$ cat src/rtl/bit_sayar_birimi_if.sv
// Request/result handshake bundle for the bit counting unit.
// The master side issues operands and accepts results; the slave side is the counter.
interface bit_sayar_birimi_if #(
  parameter int VERI_BIT  = 32,
  parameter int PARCA_BIT = 8
);
  localparam int SAYI_BIT = $clog2(VERI_BIT) + 1;

  logic                istek_gecerli_i;
  logic                istek_hazir_o;
  logic [1:0]          islem_i;
  logic [VERI_BIT-1:0] deger_i;
  logic                sonuc_gecerli_o;
  logic                sonuc_hazir_i;
  logic [SAYI_BIT-1:0] sonuc_o;
  logic                hepsi_sifir_o;
  logic                iptal_i;

  modport master (
    output istek_gecerli_i, islem_i, deger_i, sonuc_hazir_i, iptal_i,
    input  istek_hazir_o, sonuc_gecerli_o, sonuc_o, hepsi_sifir_o
  );

  modport slave (
    input  istek_gecerli_i, islem_i, deger_i, sonuc_hazir_i, iptal_i,
    output istek_hazir_o, sonuc_gecerli_o, sonuc_o, hepsi_sifir_o
  );
endinterface

$ cat src/rtl/bit_sayar_birimi.sv
// Multi-cycle CTZ / CLZ / CPOP unit examining PARCA_BIT operand bits per cycle.
// CLZ is computed as CTZ of the bit-reversed operand; CTZ/CLZ stop at the first set bit.
module bit_sayar_birimi #(
  parameter int VERI_BIT  = 32,
  parameter int PARCA_BIT = 8
) (
  input  logic               clk_i,
  input  logic               rst_i,
  bit_sayar_birimi_if.slave  bus
);
  localparam int SAYI_BIT     = $clog2(VERI_BIT) + 1;
  localparam int PARCA_SAYISI = VERI_BIT / PARCA_BIT;
  localparam int IDX_W        = (PARCA_SAYISI > 1) ? $clog2(PARCA_SAYISI) : 1;
  localparam logic [IDX_W-1:0] SON_IDX = IDX_W'(PARCA_SAYISI - 1);

  typedef enum logic [1:0] {BOSTA, SAYIM, SONUC} durum_t;

  function automatic logic [SAYI_BIT-1:0] bir_say(input logic [PARCA_BIT-1:0] p);
    logic [SAYI_BIT-1:0] n;
    n = '0;
    for (int i = 0; i < PARCA_BIT; i++) n = n + SAYI_BIT'(p[i]);
    return n;
  endfunction

  // A zero chunk yields PARCA_BIT so the running count carries on to the next chunk.
  function automatic logic [SAYI_BIT-1:0] sondaki_sifir(input logic [PARCA_BIT-1:0] p);
    logic [SAYI_BIT-1:0] n;
    n = SAYI_BIT'(PARCA_BIT);
    for (int i = PARCA_BIT - 1; i >= 0; i--) if (p[i]) n = SAYI_BIT'(i);
    return n;
  endfunction

  function automatic logic [VERI_BIT-1:0] ters(input logic [VERI_BIT-1:0] v);
    logic [VERI_BIT-1:0] r;
    for (int i = 0; i < VERI_BIT; i++) r[i] = v[VERI_BIT-1-i];
    return r;
  endfunction

  durum_t              durum;
  logic                mod_cpop;
  logic [VERI_BIT-1:0] calisma;
  logic [SAYI_BIT-1:0] sayac;
  logic [IDX_W-1:0]    parca_idx;
  logic                sifir_r;
  logic                istek_hazir_r;
  logic                sonuc_gecerli_r;
  logic [SAYI_BIT-1:0] sonuc_r;
  logic                hepsi_sifir_r;

  logic [PARCA_BIT-1:0] parca;
  logic [SAYI_BIT-1:0]  yeni_sayac;
  logic                 bitti;

  always_comb begin
    parca      = calisma[PARCA_BIT-1:0];
    yeni_sayac = sayac;
    bitti      = (parca_idx == SON_IDX);
    if (mod_cpop) begin
      yeni_sayac = sayac + bir_say(parca);
    end else begin
      yeni_sayac = sayac + sondaki_sifir(parca);
      if (parca != '0) bitti = 1'b1;
    end
  end

  always_ff @(posedge clk_i) begin
    if (rst_i || bus.iptal_i) begin
      durum           <= BOSTA;
      mod_cpop        <= 1'b0;
      calisma         <= '0;
      sayac           <= '0;
      parca_idx       <= '0;
      sifir_r         <= 1'b0;
      istek_hazir_r   <= 1'b1;
      sonuc_gecerli_r <= 1'b0;
      sonuc_r         <= '0;
      hepsi_sifir_r   <= 1'b0;
    end else begin
      case (durum)
        BOSTA: begin
          if (bus.istek_gecerli_i) begin
            mod_cpop      <= (bus.islem_i == 2'b10);
            calisma       <= (bus.islem_i == 2'b01) ? ters(bus.deger_i) : bus.deger_i;
            sifir_r       <= (bus.deger_i == '0);
            sayac         <= '0;
            parca_idx     <= '0;
            istek_hazir_r <= 1'b0;
            durum         <= SAYIM;
          end
        end
        SAYIM: begin
          sayac     <= yeni_sayac;
          calisma   <= calisma >> PARCA_BIT;
          parca_idx <= parca_idx + 1'b1;
          if (bitti) begin
            sonuc_r         <= yeni_sayac;
            hepsi_sifir_r   <= sifir_r;
            sonuc_gecerli_r <= 1'b1;
            durum           <= SONUC;
          end
        end
        SONUC: begin
          if (bus.sonuc_hazir_i) begin
            sonuc_gecerli_r <= 1'b0;
            sonuc_r         <= '0;
            hepsi_sifir_r   <= 1'b0;
            istek_hazir_r   <= 1'b1;
            durum           <= BOSTA;
          end
        end
        default: begin
          istek_hazir_r   <= 1'b1;
          sonuc_gecerli_r <= 1'b0;
          sonuc_r         <= '0;
          hepsi_sifir_r   <= 1'b0;
          durum           <= BOSTA;
        end
      endcase
    end
  end

  assign bus.istek_hazir_o   = istek_hazir_r;
  assign bus.sonuc_gecerli_o = sonuc_gecerli_r;
  assign bus.sonuc_o         = sonuc_r;
  assign bus.hepsi_sifir_o   = hepsi_sifir_r;
endmodule
$ cat src/flat_wrapper.sv
// flat-port wrapper written by rule: the top's interface ports become plain ports
module bit_sayar_birimi_flat 
#(
  parameter int VERI_BIT  = 32,
  parameter int PARCA_BIT = 8
)
  (clk_i, rst_i, bus_istek_gecerli_i, bus_islem_i, bus_deger_i, bus_sonuc_hazir_i, bus_iptal_i, bus_istek_hazir_o, bus_sonuc_gecerli_o, bus_sonuc_o, bus_hepsi_sifir_o);
  bit_sayar_birimi_if #(.VERI_BIT(VERI_BIT), .PARCA_BIT(PARCA_BIT)) bus_i ();
  input  logic clk_i;
  input  logic rst_i;
  input wire logic [$bits(bus_i.istek_gecerli_i)-1:0] bus_istek_gecerli_i;
  input wire logic [$bits(bus_i.islem_i)-1:0] bus_islem_i;
  input wire logic [$bits(bus_i.deger_i)-1:0] bus_deger_i;
  input wire logic [$bits(bus_i.sonuc_hazir_i)-1:0] bus_sonuc_hazir_i;
  input wire logic [$bits(bus_i.iptal_i)-1:0] bus_iptal_i;
  output wire logic [$bits(bus_i.istek_hazir_o)-1:0] bus_istek_hazir_o;
  output wire logic [$bits(bus_i.sonuc_gecerli_o)-1:0] bus_sonuc_gecerli_o;
  output wire logic [$bits(bus_i.sonuc_o)-1:0] bus_sonuc_o;
  output wire logic [$bits(bus_i.hepsi_sifir_o)-1:0] bus_hepsi_sifir_o;
  assign bus_i.istek_gecerli_i = bus_istek_gecerli_i;
  assign bus_i.islem_i = bus_islem_i;
  assign bus_i.deger_i = bus_deger_i;
  assign bus_i.sonuc_hazir_i = bus_sonuc_hazir_i;
  assign bus_i.iptal_i = bus_iptal_i;
  assign bus_istek_hazir_o = bus_i.istek_hazir_o;
  assign bus_sonuc_gecerli_o = bus_i.sonuc_gecerli_o;
  assign bus_sonuc_o = bus_i.sonuc_o;
  assign bus_hepsi_sifir_o = bus_i.hepsi_sifir_o;
  bit_sayar_birimi #(.VERI_BIT(VERI_BIT), .PARCA_BIT(PARCA_BIT)) u_core (.clk_i(clk_i), .rst_i(rst_i), .bus(bus_i));
endmodule
$ cat config.mk
export PLATFORM = sky130hd
export DESIGN_NAME = bit_sayar_birimi_flat
export DESIGN_NICKNAME = d
export VERILOG_FILES = /design/src/rtl/bit_sayar_birimi_if.sv /design/src/rtl/bit_sayar_birimi.sv /design/src/flat_wrapper.sv
export SDC_FILE = /design/constraint.sdc
export NUM_CORES = 1
export LEC_CHECK = 0
export BUFFER_PORTS_ARGS = -buffer_cell sky130_fd_sc_hd__buf_2
export CAP_MARGIN = 20
export CORE_MARGIN = 2
export CORE_UTILIZATION = 25
export DETAILED_ROUTE_END_ITERATION = 10
export PLACE_DENSITY_LB_ADDON = 0.15
export SLEW_MARGIN = 25
export SYNTH_ARGS = -nofsm -noshare
export SYNTH_HDL_FRONTEND = slang
export SYNTH_SLANG_ARGS = --single-unit
$ cat constraint.sdc
create_clock -name clk_i -period 3.99 [get_ports clk_i]
set_clock_uncertainty 0.2 [all_clocks]
set_input_delay 0.798 -clock clk_i [delete_from_list [all_inputs] [get_ports clk_i]]
set_output_delay 0.798 -clock clk_i [all_outputs]
set_load 0.01 [all_outputs]
==> summary.txt, run 1 <==
STA
  • Final hold vios: 0
  • Max Clk Rate: 0.255 GHz
  • Final setup vio count: 0
  • Slew Limit Fails: 0
  • RSZ-0062 raised after global routing: yes
  • Final WS setup: 0.0655 ns
  • Max-Slew Margin vs Limit: 35.8%
  • Slew @ Worst Pin: 0.962 ns
  • Final min period: 3.92 ns
  • Total negative slack: 0 ns
  • Period utilisation layout: 98.4%

Min path
  • Worst min path class: flip-flop to flip-flop

Synth
  • Avg Inst Size Synth: 8.23 sq um
  • #FFs+latches synth: 53
  • Seq/Total Area, Yosys: 32.3%
  • Synthesized area: 0.00329 sq mm
  • Async SR Flop Fraction: 0%
  • Post-synth EDFFs: 0
  • Yosys top cell area share: 32.3%
  • Synth unique cells: 47
  • Ys Warns: 0
  • Synth top area cells: dfxtp_1 (32%), a221oi_2 (11%), nand2_1 (8.5%)
  • Synthesized net count: 461
  • Ys flop type: dfxtp_1
  • Synth Instances: 399
  • Leading area contributor after synthesis: dfxtp_1

Run
  • Max Cap Viol: 0

Routing
  • Met1 WL: 4.42 mm
  • Residual DRC: 0
  • Met3 wire len: 385 um
  • First-pass DRT Iterations: 4
  • Drt wl/cell: 14.8 um
  • DRT antenna net count: 0
  • Met2 WL: 4.07 mm
  • WL final: 8.94 mm
  • Via density: 4.83
  • Highest routed layer: met4
  • Via count: 2919
  • Initial drt markers: 164

Worst setup path
  • Critical path launch point: u_core.calisma[0]$_SDFFE_PP0P_
  • CP Capture Point: u_core.bus.sonuc_o[4]$_SDFFE_PP0P_
  • Nature of the critical path startpoint: flip-flop
  • CP endpoint kind: flip-flop
  • Critical path's largest stage delay: 0.51 ns
  • Reg2reg setup slack: 0.07 ns
  • Reg-to-reg endpoint: u_core.bus.sonuc_o[4]$_SDFFE_PP0P_
  • Crit path arrival time: 3.92 ns
  • Critical Path Fanout Max: 2
  • CP dominant cell by count: fa_1
  • CP delay by family, top: adder cells
  • Critical path depth: 14
  • CP Cell Sequence: inv_2, ha_4, inv_2, fa_1, fa_1, fa_1, inv_1, ha_2, fa_2, a21o_1, a21oi_2, mux2i_1, a311oi_2, o31ai_1
  • Crit path buf inv count: 3
  • Worst R2R Start: u_core.calisma[0]$_SDFFE_PP0P_
  • Crit path kind: flip-flop to flip-flop
  • Slowest-stage cell, CP: fa_1
  • Critical Path RT: 3.99 ns
  • Cells on worst reg2reg path: 14

Floorplan
  • # rows: 41
  • I/O pin cnt: 48
  • Core area: 0.0127 sq mm
  • Die Wd: 119 um
  • Die H: 119 um
  • Initial core utilization: 25.8%
  • DIE AREA: 0.0141 sq mm

Global routing
  • First-pass GRT wire length: 14.5 mm
  • Largest net degree at the start of global routing: 48
  • Initial antenna violation count: 0
  • Global route overflow: 0
  • GRT Total Usage: 13.0%
  • Vias in the first global route: 2735

Placed design
  • # placed instances: 597
  • Placed wire-length estimate: 6.54 mm
  • DP Worst Slack: -0.0385 ns
  • Input/output buffers: 47
  • RePlAce Congestion: 0.761

Clock network
  • CTS max path bufs: 2
  • TritonCTS buffer count: 5
  • CTS Sinks: 53
  • Clock-pin slew on the worst setup and hold paths: 0.07 ns
  • H-tree level count: 2
  • CTS tree: yes
  • Worst skew pair latency: 0.29 ns
  • Root buf cell: clkbuf_16

Power
  • P_leak: 0.00161 uW
  • Pwr Total: 1200 uW
  • Max VDD drop: 0.000145 V
  • Pwr/cell area: 313 mW/mm^2

Layout
  • Share of post-route cells with drive strength above 1: 24.3%
  • Ant. Diodes: 0
  • Core Util, Final: 30.0%
  • Non-Filler Instances: 604
  • Final #Nets: 495
  • Commonest non-fill, non-tap cell in the layout: nand2_1
  • Most frequent cells in the layout: nand2_1 (74), dfxtp_1 (51), nor2_1 (48)
  • Layout area overhead: 16.2%

Run status
  • Status: finished, final reports clean
==> cell type report <==
type	instances	area (sq um)
Fill cell	1422	8900
Multi-Input combinational cell	303	2050
Sequential cell	53	1060
Timing Repair Buffer	56	303
Tap cell	172	215
Clock buffer	5	125
Inverter	14	52.6
Clock inverter	1	5.00
==> flip-flops by register name, indices dropped and copies added (netlist names) <==
signal / count
u_core.bus.hepsi_sifir_o: 1
u_core.parca_idx: 2
u_core.bus.sonuc_gecerli_o: 1
u_core.calisma: 32
u_core.sayac: 6
u_core.mod_cpop: 1
u_core.bus.sonuc_o: 6
u_core.sifir_r: 1
u_core.durum: 2
u_core.bus.istek_hazir_o: 1
==> layer usage <==
metal,vias to the layer above,global-route usage [%]
met3,4,2.46
met2,65,20.8
met4,0,2.68
li1,1492,-
met1,1358,18.1
met5,-,0
==> what timing repair did <==
action                     CTS  global route
setup endpoints to repair    2             7
resized for setup            1             6
hold buffers                 0             0
pin swaps                    1            10
buffers inserted             0             1
==> logic make-up (layout without fill, tap and decap cells) <==
group                      count (synthesis)  count (layout)  share of synthesized area, %
xor gates and xnor gates                   3               3                         0.800
AOI/OAI and AO/OA                        112             112                          27.1
muxes                                      6               6                          1.83
and+or+nand+nor                          159             159                          21.7
buffers and inverters                     43              76                          6.44
adders and majority gates                 23              23                          9.90
DFF                                       53              53                          32.3
==> worst min path at each step <==
stage / start / depth (start not counted) / slack, ns / endpoint
3_3_place_gp: u_core.bus.sonuc_o[3]$_SDFFE_PP0P_ / 2 / 0.26 / u_core.bus.sonuc_o[3]$_SDFFE_PP0P_
6_report: u_core.bus.sonuc_o[3]$_SDFFE_PP0P_ / 2 / 0.27 / u_core.bus.sonuc_o[3]$_SDFFE_PP0P_
5_1_grt: u_core.bus.sonuc_o[3]$_SDFFE_PP0P_ / 2 / 0.30 / u_core.bus.sonuc_o[3]$_SDFFE_PP0P_
4_1_cts: u_core.parca_idx[1]$_SDFFE_PP0P_ / 2 / 0.28 / u_core.parca_idx[1]$_SDFFE_PP0P_
3_5_place_dp: u_core.parca_idx[1]$_SDFFE_PP0P_ / 2 / 0.27 / u_core.parca_idx[1]$_SDFFE_PP0P_
2_1_floorplan: u_core.sifir_r$_SDFFE_PP0P_ / 1 / 0.24 / u_core.bus.hepsi_sifir_o$_SDFFE_PP0P_
==> synthesized netlist by cell type (3+ instances only) <==
cell	number
a211oi_1	5
a21o_1	6
a21oi_1	47
a221oi_2	23
a31oi_1	10
buf_2	4
buf_6	6
clkbuf_1	17
dfxtp_1	53
fa_1	5
ha_1	18
inv_1	14
mux2i_1	6
nand2_1	74
nand3_1	5
nor2_1	48
nor2b_1	3
nor3_1	4
nor4_1	9
o21ai_0	6
==> per-stage QoR <==
step	hold WS (ns)	instance area [sq um]
after CTS	0.276	3790
after floorplan	0.242	3290
final	0.268	3820
after global routing	0.303	3820
after detailed placement	0.266	3650
after global placement	0.255	3650
==> report_power, final <==
part / switching [uW] / internal, uW
logic: 141 / 84.6
registers: 14.9 / 543
clock network: 188 / 225
total: 344 / 852
==> worst register-to-register path: cells and delay by family, from the launching register on <==
family	cells	cell delay, ns
compound gates	4	0.67
fa+ha+maj	6	2.28
buf+inv	3	0.11
flops	1	0.34
mux	1	0.24
Power figures use the tool's default switching activity.
==> inputs of run 2 (changes only) <==
--- a/config.mk
+++ b/config.mk
@@ -11,5 +11,5 @@
 export CORE_UTILIZATION = 25
 export DETAILED_ROUTE_END_ITERATION = 10
-export PLACE_DENSITY_LB_ADDON = 0.15
+export PLACE_DENSITY_LB_ADDON = 0.25
 export SLEW_MARGIN = 25
 export SYNTH_ARGS = -nofsm -noshare
--- a/constraint.sdc
+++ b/constraint.sdc
@@ -3,3 +3,3 @@
 set_input_delay 0.798 -clock clk_i [delete_from_list [all_inputs] [get_ports clk_i]]
 set_output_delay 0.798 -clock clk_i [all_outputs]
-set_load 0.01 [all_outputs]
+set_load 0.05 [all_outputs]
==> summary.txt, run 2 (synthesis results as in run 1) <==
Run status
  • Status: finished, final reports clean

Layout
  • Final #Nets: 496 (+0.20%)
  • Post-route cell area: 0.00390 sq mm (+2.1%)
  • Ant. Diodes: 0 (unchanged)
  • Layout area overhead: 18.6%
  • Share of post-route cells with drive strength above 1: 25.3% (+0.98 points)
  • Commonest non-fill, non-tap cell in the layout: nand2_1
  • Largest register FFs: 32 (unchanged)
  • Biggest register: u_core.calisma
  • Fillers: 1383 (-2.7%)
  • Most frequent cells in the layout: nand2_1 (74), dfxtp_1 (51), nor2_1 (48)

Routing
  • Via count: 2939 (+0.69%)
  • First-pass DRT Iterations: 4 (unchanged)
  • Residual DRC: 0 (unchanged)
  • DRT antenna net count: 0 (unchanged)
  • Drt wl/cell: 14.5 um (-2.3%)
  • Initial drt markers: 162 (-1.2%)
  • Via density: 4.84 (+0.19%)
  • WL final: 8.78 mm (-1.8%)

STA
  • Slew @ Worst Pin: 0.960 ns (-0.00252 ns)
  • Period utilisation layout: 98.5% (+0.15 points)
  • Max Clk Rate: 0.254 GHz (-0.15%)
  • RSZ-0062 raised after global routing: yes
  • Final min period: 3.93 ns (+0.00601 ns)
  • Final hold vios: 0 (unchanged)
  • Total negative slack: 0 ns (unchanged)
  • Final setup vio count: 0 (unchanged)
  • Max-Slew Margin vs Limit: 36.0% (+0.17 points)
  • Slew Limit Fails: 0 (unchanged)
  • Final WS setup: 0.0594 ns (-0.00601 ns)

Global routing
  • Initial antenna violation count: 0 (unchanged)
  • Vias in the first global route: 2845 (+4.0%)
  • Global route overflow: 0 (unchanged)
  • Largest net degree at the start of global routing: 49 (+2.1%)
  • GRT Total Usage: 12.8% (-0.23 points)
  • First-pass GRT wire length: 14.4 mm (-0.62%)

Floorplan
  • I/O pin cnt: 48 (unchanged)
  • DIE AREA: 0.0141 sq mm (unchanged)
  • Die Wd: 119 um (unchanged)
  • # rows: 41 (unchanged)
  • Initial core utilization: 25.8% (unchanged)
  • Die H: 119 um (unchanged)
  • Core area: 0.0127 sq mm (unchanged)

Clock network
  • Clock-pin slew on the worst setup and hold paths: 0.07 ns (about the same)
  • CTS tree: yes
  • CTS Sinks: 53 (unchanged)
  • TritonCTS buffer count: 5 (unchanged)
  • CTS max path bufs: 2 (unchanged)
  • Worst skew pair latency: 0.30 ns (about the same)
  • Root buf cell: clkbuf_16
  • H-tree level count: 2 (unchanged)

Placed design
  • DP Worst Slack: -0.109 ns (-0.0709 ns)
  • RePlAce Congestion: 0.777 (+2.1%)
  • Placed wire-length estimate: 6.31 mm (-3.6%)
  • Input/output buffers: 47 (unchanged)
  • Dpl cell area: 0.00364 sq mm (-0.27%)

Worst setup path
  • Crit path arrival time: 3.87 ns (-0.05 ns)
  • CP endpoint kind: flip-flop
  • Nature of the critical path startpoint: flip-flop
  • Crit path kind: flip-flop to flip-flop
  • Critical Path RT: 3.93 ns (-0.06 ns)
  • Critical Path Fanout Max: 2 (unchanged)
  • Reg2reg setup slack: 0.06 ns (about the same)

Power
  • P_leak: 0.00164 uW (+2.1%)
  • Max VDD drop: 0.000228 V (+58%)
  • Pwr/cell area: 347 mW/mm^2 (+11%)

Run
  • Max Cap Viol: 0 (unchanged)

Min path
  • Worst min path class: flip-flop to flip-flop
[run 2: cell count changes in the layout (fill, tap and decap cells not counted), sizes merged]
cell,previous run,this run
buf,56,57
bufinv,0,2
[run 2: power breakdown]
part | leakage, uW | total [uW] | internal [uW] | switching (uW)
combinational | 0.00112 | 227 | 84.7 | 142
sequential | 0.000431 | 558 | 543 | 15.1
clock | 0.0000938 | 567 | 359 | 208
total | 0.00164 | 1350 | 986 | 365
[run 2: routing by layer]
metal  vias up  global-route usage [%]  part of all wire, %
met1      1380                    17.8                   50
met4         0                    3.35                  1.1
li1       1490                       -                    -
met3         7                    2.61                  4.4
met5         -                       0                    0
met2        62                    20.0                   44
[run 2: cell type report]
type | count | area [sq um] | share of cell area (%)
multi-input combinational | 303 | 2070 | 53.0
sequential | 53 | 1060 | 27.3
timing repair buffer | 57 | 310 | 7.96
tap | 172 | 215 | 5.52
clock buffer | 5 | 125 | 3.21
clock inverter | 3 | 65.1 | 1.67
inverter | 14 | 52.6 | 1.35
[run 2: worst max-delay path: stages (launching register included)]
cell and delay, ns:
dfxtp_2 0.34, inv_2 0.04, ha_4 0.25, inv_2 0.03, fa_1 0.47, fa_1 0.50, fa_1 0.49, inv_1 0.04
ha_2 0.20, fa_2 0.37, a21o_1 0.20, a21oi_2 0.15, mux2i_1 0.10, a311oi_2 0.28, a21oi_1 0.10
[run 2: repair_timing]
action,in CTS,in global routing
endpoints found under the setup margin,2,8
gates resized for setup,2,7
pin swaps,1,11
endpoints found under the hold margin,0,0
hold buffers,0,0
setup buffers,0,3
cloned,0,0
[run 2: worst paths after layout]
path	from	cells past startpoint	end
worst max-delay path	u_core.calisma[0]$_SDFFE_PP0P_	14	u_core.sayac[4]$_SDFFE_PP0P_
worst min-delay path	u_core.bus.sonuc_o[3]$_SDFFE_PP0P_	2	u_core.bus.sonuc_o[3]$_SDFFE_PP0P_
worst max register to register	u_core.calisma[0]$_SDFFE_PP0P_	14	u_core.sayac[4]$_SDFFE_PP0P_
worst min register to register	u_core.bus.sonuc_o[3]$_SDFFE_PP0P_	2	u_core.bus.sonuc_o[3]$_SDFFE_PP0P_
[run 2: through the flow]
stage | std cells | hold WS [ns] | utilization (%) | power (uW)
after global placement | 596 | 0.257 | 28.6 | 790
after CTS | 604 | 0.274 | 30.2 | 1360
after global routing | 607 | 0.288 | 30.6 | 1420
after detailed placement | 596 | 0.264 | 28.6 | 794
after floorplan | 399 | 0.242 | - | 732
final | 607 | 0.269 | 30.6 | 1350
==> inputs of run 3 (changes only) <==
- CORE_UTILIZATION: 25 -> 52
- SETUP_SLACK_MARGIN: not set -> 0.3
==> summary.txt, run 3 (synthesis results as in run 1) <==
Clock network
  • Worst skew pair latency: 0.32 ns (+0.02 ns)
  • Root buf cell: clkbuf_8
  • CTS max path bufs: 2 (unchanged)
  • Hold buffers post-CTS: 0 (unchanged)
  • H-tree level count: 2 (unchanged)
  • TritonCTS buffer count: 5 (unchanged)
  • CTS tree: yes
  • Clock-pin slew on the worst setup and hold paths: 0.09 ns (+0.02 ns)
  • CTS Sinks: 53 (unchanged)

Routing
  • Residual DRC: 0 (unchanged)
  • Via count: 2996 (+1.9%)
  • WL final: 8.03 mm (-8.5%)
  • First-pass DRT Iterations: 5 (+1)
  • Drt wl/cell: 15.7 um (+8.6%)
  • Initial drt markers: 163 (+0.62%)
  • DRT antenna net count: 0 (unchanged)
  • Via density: 5.86 (+21%)

Worst setup path
  • Crit path buf inv count: 5 (+2)
  • CP delay by family, top: adder cells
  • CP Cell Sequence: inv_4, ha_4, inv_2, fa_1, fa_1, fa_1, inv_1, ha_2, fa_2, buf_4, buf_6, xnor2_2, nand2_1, o211ai_1, mux2i_1, and2_1
  • Critical Path Fanout Max: 2 (unchanged)
  • Slowest-stage cell, CP: fa_1
  • Nature of the critical path startpoint: flip-flop
  • CP dominant cell by count: fa_1
  • Crit path arrival time: 3.91 ns (+0.04 ns)
  • Critical Path RT: 4.01 ns (+0.08 ns)
  • Critical path's largest stage delay: 0.52 ns (+0.02 ns)
  • CP endpoint kind: flip-flop
  • Crit path kind: flip-flop to flip-flop

Floorplan
  • # rows: 28 (-32%)
  • DIE AREA: 0.00697 sq mm (-50%)
  • Core area: 0.00603 sq mm (-53%)
  • Die H: 83.5 um (-30%)
  • Initial core utilization: 54.5% (+29 points)
  • Die Wd: 83.5 um (-30%)
  • I/O pin cnt: 48 (unchanged)

Layout
  • Commonest non-fill, non-tap cell in the layout: nand2_1
  • Share of post-route cells with drive strength above 1: 25.7% (+0.40 points)
  • Most frequent cells in the layout: nand2_1 (74), dfxtp_1 (51), nor2_1 (48)
  • Ant. Diodes: 0 (unchanged)
  • Largest register FFs: 32 (unchanged)
  • Fillers: 546 (-61%)
  • Biggest register: u_core.calisma
  • Layout area overhead: 13.9%
  • Final #Nets: 497 (+0.20%)

Power
  • P_leak: 0.00162 uW (-1.3%)
  • Pwr/cell area: 311 mW/mm^2 (-10%)
  • Max VDD drop: 0.000214 V (-6.2%)

Placed design
  • Placed wire-length estimate: 5.56 mm (-12%)
  • DP Worst Slack: 0.0139 ns (+0.123 ns)
  • RePlAce Congestion: 0.860 (+11%)
  • Input/output buffers: 47 (unchanged)

STA
  • Max Clk Rate: 0.257 GHz (+1.1%)
  • Slew Limit Fails: 0 (unchanged)
  • Final WS setup: 0.102 ns (+0.0426 ns)
  • Final setup vio count: 0 (unchanged)
  • Slew @ Worst Pin: 0.895 ns (-0.0654 ns)
  • Max-Slew Margin vs Limit: 40.4% (+4.4 points)
  • Total negative slack: 0 ns (unchanged)
  • Final hold vios: 0 (unchanged)
  • Final min period: 3.89 ns (-0.0426 ns)
  • Period utilisation layout: 97.4% (-1.1 points)
  • RSZ-0062 raised after global routing: yes

Global routing
  • Largest net degree at the start of global routing: 49 (unchanged)
  • First-pass GRT wire length: 13.5 mm (-6.6%)
  • Initial antenna violation count: 0 (unchanged)
  • GRT Total Usage: 23.7% (+11 points)
  • Vias in the first global route: 2838 (-0.25%)
  • Global route overflow: 0 (unchanged)

Run
  • Max Cap Viol: 0 (unchanged)

Run status
  • Status: finished, final reports clean

Min path
  • Worst min path class: flip-flop to flip-flop
[run 3: cell types whose count changed in the layout (fill, tap and decap cells not counted), sizes merged]
cell / delta
buf: +1
bufinv: -1
clkbuf: +2
clkinv: -1
[run 3: cell type report]
cell class	count	area [sq um]	area share [%]
clock buffer	7	86.3	2.31
clock inverter	1	30.0	0.803
inverter	14	55.1	1.47
multi-input combinational	303	2080	55.7
sequential	53	1070	28.6
tap	75	93.8	2.51
timing repair buffer	58	325	8.70
[run 3: worst register-to-register path, delay by kind of cell, from the launching register on]
| kind | cells | cell delay [ns] |
|---|---|---|
| AO/OA/AOI/OAI | 1 | 0.14 |
| XOR/XNOR | 1 | 0.12 |
| adder cells (fa/ha/maj) | 6 | 2.24 |
| buffers and inverters | 5 | 0.37 |
| flip-flops | 1 | 0.37 |
| multiplexers | 1 | 0.10 |
| AND/OR/NAND/NOR | 2 | 0.24 |
[run 3: path summary, 6_finish.rpt]
kind                                      startpoint                                 end  slack, ns  depth (start not counted)
setup reg to reg      u_core.calisma[1]$_SDFFE_PP0P_  u_core.bus.sonuc_o[2]$_SDFFE_PP0P_       0.10                         16
hold / removal    u_core.bus.sonuc_o[3]$_SDFFE_PP0P_  u_core.bus.sonuc_o[3]$_SDFFE_PP0P_       0.28                          2
hold reg to reg   u_core.bus.sonuc_o[3]$_SDFFE_PP0P_  u_core.bus.sonuc_o[3]$_SDFFE_PP0P_       0.28                          2
setup / recovery      u_core.calisma[1]$_SDFFE_PP0P_  u_core.bus.sonuc_o[2]$_SDFFE_PP0P_       0.10                         16
[run 3: repair_timing]
action / in CTS / in global routing
buffers inserted: 2 / 4
pin swaps: 4 / 7
endpoints found under the setup margin: 4 / 10
gates resized for setup: 5 / 7
[run 3: where the power goes]
group          switching (uW)  total (uW)  internal, uW
clock network             179         384           205
registers                14.9         557           542
logic                     138         223          85.3
total                     332        1160           832
[run 3: through the flow]
stage,area [sq um],util [%],hold slack [ns],std cells,power (uW)
2_1_floorplan,3300,-,0.242,399,731
3_5_place_dp,3520,58.4,0.267,497,787
4_1_cts,3680,61.1,0.280,507,1160
5_1_grt,3740,62.1,0.314,511,1210
6_report,3740,62.1,0.277,511,1160
3_3_place_gp,3520,58.4,0.258,497,780
[run 3: metal layers]
metal,global-route usage [%],wire [um]
met1,29.9,3510
met2,40.8,3940
met3,3.76,420
met4,8.65,157
met5,0,0
